--- src/rtl/serial_pkg.sv ---
// Types and constants shared by the serial transmitter and receiver.
// No logic; widths and line levels only.
package serial_pkg;

  localparam int DATA_BITS = 8;
  localparam logic START_BIT = 1'b0;
  localparam logic STOP_BIT = 1'b1;

  typedef enum logic [2:0] {
    IDLE,
    START,
    DATA,
    PARITY,
    STOP
  } state_t;

endpackage

--- src/rtl/odd_parity.sv ---
// Odd-parity generator: output makes data plus parity hold an odd number of 1s.
// Combinational, zero latency, no flow control.
module odd_parity
  import serial_pkg::*;
(
  input  logic [DATA_BITS-1:0] data,
  output logic                 parity
);

  assign parity = ~^data;

endmodule

--- src/rtl/serial_tx.sv ---
// Byte-to-serial framer: start, 8 data bits LSB first, optional odd parity, 1-2 stop bits.
// Start bit on the line the cycle after accept; in_ready only in IDLE and the final stop cycle.
module serial_tx
  import serial_pkg::*;
#(
  parameter int PARITY_EN = 1,
  parameter int STOP_BITS = 1
)
(
  input  logic                 clk,
  input  logic                 reset,
  input  logic [DATA_BITS-1:0] in_data,
  input  logic                 in_valid,
  output logic                 in_ready,
  output logic                 tx_out,
  output logic                 busy,
  output logic                 done
);

  state_t               state, state_nxt;
  logic [DATA_BITS-1:0] shreg, shreg_nxt;
  logic [2:0]           bit_cnt, bit_cnt_nxt;
  logic                 stop_cnt, stop_cnt_nxt;
  logic                 par, par_nxt;
  logic                 par_in;
  logic                 tx_nxt;
  logic                 last_stop;
  logic                 accept;

  // Parity is taken from the incoming byte at accept, since the shift register
  // is consumed as bits go out.
  odd_parity u_odd_parity (
    .data   (in_data),
    .parity (par_in)
  );

  assign last_stop = (state == STOP) && (stop_cnt == 1'(STOP_BITS - 1));
  assign in_ready  = (state == IDLE) || last_stop;
  assign accept    = in_valid && in_ready;
  assign busy      = (state != IDLE);
  assign done      = last_stop;

  // tx_nxt is the level for the state being entered, so tx_out is a plain flop
  // that always shows the bit belonging to the current state.
  always_comb begin
    state_nxt    = state;
    shreg_nxt    = shreg;
    bit_cnt_nxt  = bit_cnt;
    stop_cnt_nxt = stop_cnt;
    par_nxt      = par;
    tx_nxt       = tx_out;
    case (state)
      IDLE: begin
        tx_nxt = STOP_BIT;
        if (accept) begin
          state_nxt = START;
          tx_nxt    = START_BIT;
          shreg_nxt = in_data;
          par_nxt   = par_in;
        end
      end
      START: begin
        state_nxt   = DATA;
        bit_cnt_nxt = '0;
        tx_nxt      = shreg[0];
        shreg_nxt   = {1'b0, shreg[DATA_BITS-1:1]};
      end
      DATA: begin
        if (bit_cnt == 3'(DATA_BITS - 1)) begin
          stop_cnt_nxt = 1'b0;
          if (PARITY_EN != 0) begin
            state_nxt = PARITY;
            tx_nxt    = par;
          end else begin
            state_nxt = STOP;
            tx_nxt    = STOP_BIT;
          end
        end else begin
          bit_cnt_nxt = bit_cnt + 3'd1;
          tx_nxt      = shreg[0];
          shreg_nxt   = {1'b0, shreg[DATA_BITS-1:1]};
        end
      end
      PARITY: begin
        state_nxt    = STOP;
        stop_cnt_nxt = 1'b0;
        tx_nxt       = STOP_BIT;
      end
      STOP: begin
        tx_nxt = STOP_BIT;
        if (last_stop) begin
          if (accept) begin
            state_nxt = START;
            tx_nxt    = START_BIT;
            shreg_nxt = in_data;
            par_nxt   = par_in;
          end else begin
            state_nxt = IDLE;
          end
        end else begin
          stop_cnt_nxt = stop_cnt + 1'b1;
        end
      end
      default: begin
        state_nxt = IDLE;
        tx_nxt    = STOP_BIT;
      end
    endcase
  end

  always_ff @(posedge clk) begin
    if (reset) begin
      state    <= IDLE;
      shreg    <= '0;
      bit_cnt  <= '0;
      stop_cnt <= 1'b0;
      par      <= 1'b0;
      tx_out   <= STOP_BIT;
    end else begin
      state    <= state_nxt;
      shreg    <= shreg_nxt;
      bit_cnt  <= bit_cnt_nxt;
      stop_cnt <= stop_cnt_nxt;
      par      <= par_nxt;
      tx_out   <= tx_nxt;
    end
  end

endmodule

--- config.mk ---
export PLATFORM = sky130hd
export DESIGN_NAME = serial_tx
export DESIGN_NICKNAME = d
export VERILOG_FILES = /design/src/rtl/serial_pkg.sv /design/src/rtl/odd_parity.sv /design/src/rtl/serial_tx.sv
export SDC_FILE = /design/constraint.sdc
export NUM_CORES = 1
export LEC_CHECK = 0
export CAP_MARGIN = 30
export CELL_PAD_IN_SITES_DETAIL_PLACEMENT = 0
export CELL_PAD_IN_SITES_GLOBAL_PLACEMENT = 1
export CORE_MARGIN = 1
export CORE_UTILIZATION = 25
export CTS_CLUSTER_SIZE = 8
export DETAILED_ROUTE_END_ITERATION = 16
export PLACE_DENSITY_LB_ADDON = 0.1
export SYNTH_ARGS = -nofsm -noshare
export SYNTH_HDL_FRONTEND = slang
export SYNTH_HIERARCHICAL = 1
export SYNTH_SLANG_ARGS = --single-unit
--- constraint.sdc ---
create_clock -name clk -period 2.23 [get_ports clk]
set_input_delay 0.5575 -clock clk [delete_from_list [all_inputs] [get_ports clk]]
set_output_delay 0.5575 -clock clk [all_outputs]
set_load 0.01 [all_outputs]
==> impl_metrics.json, run 1 <==
{
  "outcome": "finished, final reports clean",
  "antenna_found_initial": 0,
  "hold_viol_final": 0,
  "async_flop_share": 0,
  "fin_skew_ns": 0.00305,
  "rows": 22,
  "cp-end-kind": "output port",
  "fin_area_um2": 1280,
  "finalCritPeriodShare": 0.933,
  "yosysWarnings": 6,
  "gr-max-usage-layer": "met2",
  "rsz0062_at_grt": "false",
  "hp-start": "bit_cnt[1]",
  "maxCapViolCount": 0,
  "worstSkewPairLatency_ns": 0.25,
  "drt_iter0_drc": 31,
  "crit_start": "state[0]",
  "dpl_cell_area_um2": 1220,
  "pwr-share-clk": 0.248,
  "drv_slew": 0,
  "drtAntennaViolNets": 0,
  "cts-root-buf": "clkbuf_8",
  "worstPathArrival_ns": 1.52,
  "die_x_um": 65.9,
  "synth_area_um2": 1020,
  "timing.rr.start": "bit_cnt[0]",
  "cp.required_ns": 1.67,
  "relSlewSlack": 0.744,
  "p_seq_frac": 0.386,
  "reg2regPathDepth": 6,
  "hold_path.class": "flop to flop",
  "port_buffers": 14,
  "clock_path_buffers": 2,
  "grt_pass1_vias": 818,
  "setup_viol": 0,
  "drc_errors": 0,
  "p_switching_uw": 312,
  "grt_overflow": 0,
  "h-tree-depth": 1,
  "grt_use_met3": 0.0362,
  "fmax_ghz": 0.481,
  "ys.flop_type": "dfxtp_1",
  "final.setup.tns_ns": 0,
  "first_pass_iters": 4,
  "hold_path_depth": 2,
  "setup_ws_ns": 0.150,
  "timing.hold.ws_ns": 0.481,
  "via_per_inst": 4.70,
  "synth_edf_count": 0,
  "start_util": 0.269,
  "startpoint_type": "flop",
  "dpl.hpwl_um": 1700,
  "avgSynthCellArea_um2": 9.21,
  "clock-sinks": 17,
  "seq_area_frac_synth": 0.333,
  "pre_cts_slack_ns": 0.0630,
  "drive_gt1_frac": 0.211,
  "global_route.usage.met1": 0.152,
  "synth_cell_type_count": 35,
  "crit_path_max_fanout": 12,
  "swShare": 0.326,
  "ios": 15,
  "dieArea_um2": 4350,
  "cts_tree": "yes",
  "cellPowerDensity_nw_per_um2": 747,
  "grt_pass1_wl_um": 3880,
  "internal_power_uw": 645,
  "nFillCells": 408,
  "critical_path_class": "flop to output port",
  "use_met2": 0.193,
  "globalRouteTotalUtil": 0.119,
  "wl_um": 2300,
  "synth_fp_nets": 124,
  "tritoncts.num_buffers": 3,
  "tightest_slew_ns": 0.384,
  "synth_cells": 111,
  "num_antenna_cells": 0,
  "core_um2": 3800,
  "die_h_um": 65.9,
  "nets": 142,
  "area_growth_pct": 25.3,
  "p_comb_frac": 0.366,
  "wl_per_cell_um": 13.1,
  "peakVddDrop_mv": 0.453,
  "grt_max_degree": 15,
  "place_congestion": 0.739,
  "num_vias": 828,
  "total_power_uw": 957,
  "ys_seq_elements": 17,
  "period_minus_slack_ns": 2.08,
  "post-cts-setup-buffers": 0,
  "p_leak_nw": 0.509,
  "clkTransAtPathRegs_ns": 0.07
}
[path summary, 6_finish.rpt]
path | to | slack [ns]
max reg2reg | shreg[6] | 0.31
max | busy | 0.15
min | bit_cnt[1] | 0.48
min reg2reg | bit_cnt[1] | 0.48
[per-layer routing]
layer | share of wire | wire length, um | up-vias
li1 | - | - | 424
met1 | 0.48 | 1100 | 391
met2 | 0.48 | 1110 | 11
met3 | 0.033 | 76 | 2
met4 | 0.0074 | 17 | 0
met5 | 0 | 0 | -
[flip-flops by register name, indices dropped and copies added (netlist names)]
register,cells
bit_cnt,3
state,3
stop_cnt,1
tx_out,1
shreg,8
par,1
[logic make-up after synthesis]
kind of cell / Yosys count / synth area share
xor gates and xnor gates: 8 / 0.0685
adders and majority gates: 2 / 0.0245
and+or+nand+nor: 40 / 0.215
AOI/OAI and AO/OA: 25 / 0.212
DFF: 17 / 0.333
muxes: 9 / 0.0881
buffers and inverters: 10 / 0.0588
[through the flow]
step,util,std cells
floorplan,-,111
global placement,0.322,172
detailed placement,0.322,172
CTS,0.336,176
global route,0.337,176
finish,0.337,176
[synth_stat cells, types with 2 or more instances]
master     n  area (um^2)
ha_1       2         25.0
nor2_1     6         22.5
or2_1      2         12.5
nand2b_1   3         18.8
dfxtp_1   17          340
inv_1      2         7.51
buf_2      3         15.0
a21oi_1   10         50.1
nor3_1    10         50.1
mux2i_1    9         90.1
xnor2_1    7         61.3
a211oi_2   7         87.6
nor2b_1    2         12.5
buf_6      2         22.5
nand2_1    7         26.3
or2_2      2         12.5
clkbuf_1   2         7.51
[power by group through the flow]
| stage | sequential (mW) | clock [mW] | combinational (mW) |
|---|---|---|---|
| floorplan | 0.372 | 0 | 0.266 |
| global placement | 0.377 | 0 | 0.356 |
| detailed placement | 0.376 | 0 | 0.355 |
| CTS | 0.369 | 0.252 | 0.358 |
| global route | 0.374 | 0.268 | 0.383 |
| finish | 0.369 | 0.237 | 0.350 |
[layout by cell type (no fill, tap or decap), types with 2 or more instances in the layout]
| cell | count |
|---|---|
| nand2_1 | 7 |
| ha_1 | 2 |
| or2_1 | 2 |
| xnor2_1 | 7 |
| mux2i_1 | 9 |
| nor2b_1 | 2 |
| nor2_1 | 6 |
| nand2b_1 | 3 |
| a21oi_1 | 9 |
| inv_1 | 2 |
| or2_2 | 2 |
| clkdlybuf4s50_1 | 12 |
| a211oi_2 | 7 |
| nor3_1 | 10 |
| clkbuf_8 | 3 |
| buf_4 | 7 |
| dlymetal6s2s_1 | 2 |
| dfxtp_1 | 16 |
[what timing repair did]
item,CTS,global route
endpoints found under the hold margin,0,0
endpoints found under the setup margin,1,2
hold buffers,0,0
gates resized for setup,1,3
pin swaps,0,0
[layout make-up]
type | instances | area [um^2] | share of cell area
clock inverter | 1 | 7.51 | 0.00586
timing repair buffer | 21 | 198 | 0.154
multi-input combinational | 84 | 626 | 0.488
clock buffer | 3 | 41.3 | 0.0322
sequential | 17 | 342 | 0.267
inverter | 2 | 7.51 | 0.00586
tap | 48 | 60.1 | 0.0469
[critical path, cell delays in order, from the launching register on]
cell and delay (ns):
dfxtp_1 0.31, buf_4 0.18, or3_1 0.30, clkdlybuf4s50_1 0.48
No activity file was read; power rests on OpenSTA's default activity.
==> run 2: changes to the inputs <==
- CORE_MARGIN: 1 -> 4
- SETUP_SLACK_MARGIN: unset -> 0.1
==> impl_metrics.json, run 2 (synthesis results as in run 1) <==
{
  "p_comb_frac": 0.362,
  "hold_path.class": "flop to flop",
  "grt_pass1_wl_um": 4110,
  "worstPathArrival_ns": 2.03,
  "p_leak_nw": 0.500,
  "grt_overflow": 0,
  "peakVddDrop_mv": 0.415,
  "crit_start": "bit_cnt[0]",
  "post-cts-setup-buffers": 0,
  "dieArea_um2": 5180,
  "p_seq_frac": 0.386,
  "drv_slew": 0,
  "fin_skew_ns": 0.00124,
  "die_h_um": 71.9,
  "start_util": 0.269,
  "tritoncts.num_buffers": 3,
  "ios": 15,
  "worstSkewPairLatency_ns": 0.25,
  "internal_power_uw": 641,
  "place_congestion": 0.769,
  "dpl.hpwl_um": 1790,
  "port_buffers": 14,
  "rows": 22,
  "hp-start": "bit_cnt[1]",
  "fmax_ghz": 0.524,
  "critical_path_class": "flop to flop",
  "layout_common_cells": "dfxtp_1 (17), clkdlybuf4s50_1 (11), nor3_1 (10)",
  "first_pass_iters": 4,
  "cts-hold-fix-buffers": 0,
  "path_buf_inv": 0,
  "largest_reg_flops": 8,
  "cp_top_family": "simple AND/OR/NAND/NOR gates",
  "cp.required_ns": 2.36,
  "final.setup.tns_ns": 0,
  "hold_viol_final": 0,
  "h-tree-depth": 1,
  "cp_num_cells": 6,
  "relSlewSlack": 0.746,
  "largestRegisters": "shreg x8, bit_cnt x3, state x3",
  "period_minus_slack_ns": 1.91,
  "wl_um": 2320,
  "die_x_um": 71.9,
  "swShare": 0.331,
  "grt_pass1_vias": 859,
  "area_growth_pct": 24.7,
  "clock-sinks": 17,
  "cp-end-kind": "flop",
  "drt_iter0_drc": 49,
  "antenna_found_initial": 0,
  "final_common_cell": "dfxtp_1",
  "reg2regPathDepth": 6,
  "clock_path_buffers": 2,
  "total_power_uw": 959,
  "tightest_slew_ns": 0.382,
  "r2r_setup_slack_ns": 0.32,
  "wl_per_cell_um": 13.2,
  "cpMaxStageDelayCell": "or3b_4",
  "maxCapViolCount": 0,
  "via_per_inst": 4.68,
  "max_stage_delay_ns": 0.42,
  "top_register": "shreg",
  "startpoint_type": "flop",
  "num_vias": 824,
  "cts_tree": "yes",
  "core_um2": 3800,
  "crit_end": "shreg[5]",
  "crit_path_max_fanout": 7,
  "cellPowerDensity_nw_per_um2": 752,
  "clkTransAtPathRegs_ns": 0.07,
  "globalRouteTotalUtil": 0.103,
  "reg2reg_to": "shreg[5]",
  "finalCritPeriodShare": 0.855,
  "drive_gt1_frac": 0.203,
  "p_switching_uw": 317,
  "setup_viol": 0,
  "timing.rr.start": "bit_cnt[0]",
  "pwr-share-clk": 0.252,
  "outcome": "finished, final reports clean",
  "path_cells": "ha_1 -> ha_1 -> or3b_4 -> nor2_4 -> or2_1 -> a211oi_2",
  "cts-root-buf": "clkbuf_8",
  "drtAntennaViolNets": 0,
  "grt_max_degree": 15,
  "nets": 142,
  "num_antenna_cells": 0,
  "drc_errors": 0,
  "crit_top_cell": "ha_1",
  "rsz0062_at_grt": "false"
}
-- run 2: cell types whose count changed in the layout (fill, tap and decap cells not counted) --
cell,previous run,this run
dlygate4sd2_1,0,2
dlymetal6s2s_1,2,1
dfxtp_2,1,0
dfxtp_1,16,17
clkdlybuf4s50_1,12,11
-- run 2: final cells by class --
| cell class | instances | area [um^2] |
|---|---|---|
| clock buffer | 3 | 41.3 |
| clock inverter | 1 | 7.51 |
| fill | 417 | 2520 |
| inverter | 2 | 7.51 |
| multi-input combinational | 84 | 626 |
| sequential | 17 | 340 |
| tap | 48 | 60.1 |
| timing repair buffer | 21 | 193 |
-- run 2: repair_timing --
action | CTS | global route
endpoints found under the setup margin | 2 | 1
resized for setup | 3 | 1
endpoints found under the hold margin | 0 | 0
-- run 2: metal layers --
metal,up-vias,track usage,part of all wire
met5,-,0,0
met4,0,0.0271,0.0073
met3,2,0.0332,0.031
met2,13,0.162,0.48
met1,385,0.136,0.49
li1,424,-,-
-- run 2: worst min path at each step --
stage          depth (start not counted)  slack, ns          to
2_1_floorplan                          2       0.45  bit_cnt[1]
3_3_place_gp                           2       0.46  bit_cnt[2]
3_5_place_dp                           2       0.47  bit_cnt[2]
4_1_cts                                2       0.48  bit_cnt[2]
5_1_grt                                2       0.52  bit_cnt[2]
6_report                               2       0.48  bit_cnt[1]
-- run 2: stage by stage --
step | worst slack (ns) | cells | util | cell area, um^2 | hold WS, ns
2_1_floorplan | 0.495 | 111 | - | 1020 | 0.448
3_3_place_gp | 0.0866 | 172 | 0.322 | 1220 | 0.456
3_5_place_dp | 0.0556 | 172 | 0.322 | 1220 | 0.470
4_1_cts | 0.135 | 176 | 0.335 | 1270 | 0.485
5_1_grt | 0.226 | 176 | 0.336 | 1270 | 0.517
6_report | 0.323 | 176 | 0.336 | 1270 | 0.481
-- run 2: tightest hold or removal path, delay by kind of cell, from the launching register on --
| kind | cells | cell delay [ns] |
|---|---|---|
| compound gates | 1 | 0.06 |
| flops | 1 | 0.32 |
| simple gates | 1 | 0.06 |
-- run 2: power groups by stage --
stage	logic [mW]	registers (mW)	clock network, mW
6_report	0.347	0.370	0.241
5_1_grt	0.385	0.377	0.272
4_1_cts	0.354	0.371	0.257
3_5_place_dp	0.355	0.378	0
3_3_place_gp	0.356	0.377	0
2_1_floorplan	0.266	0.372	0
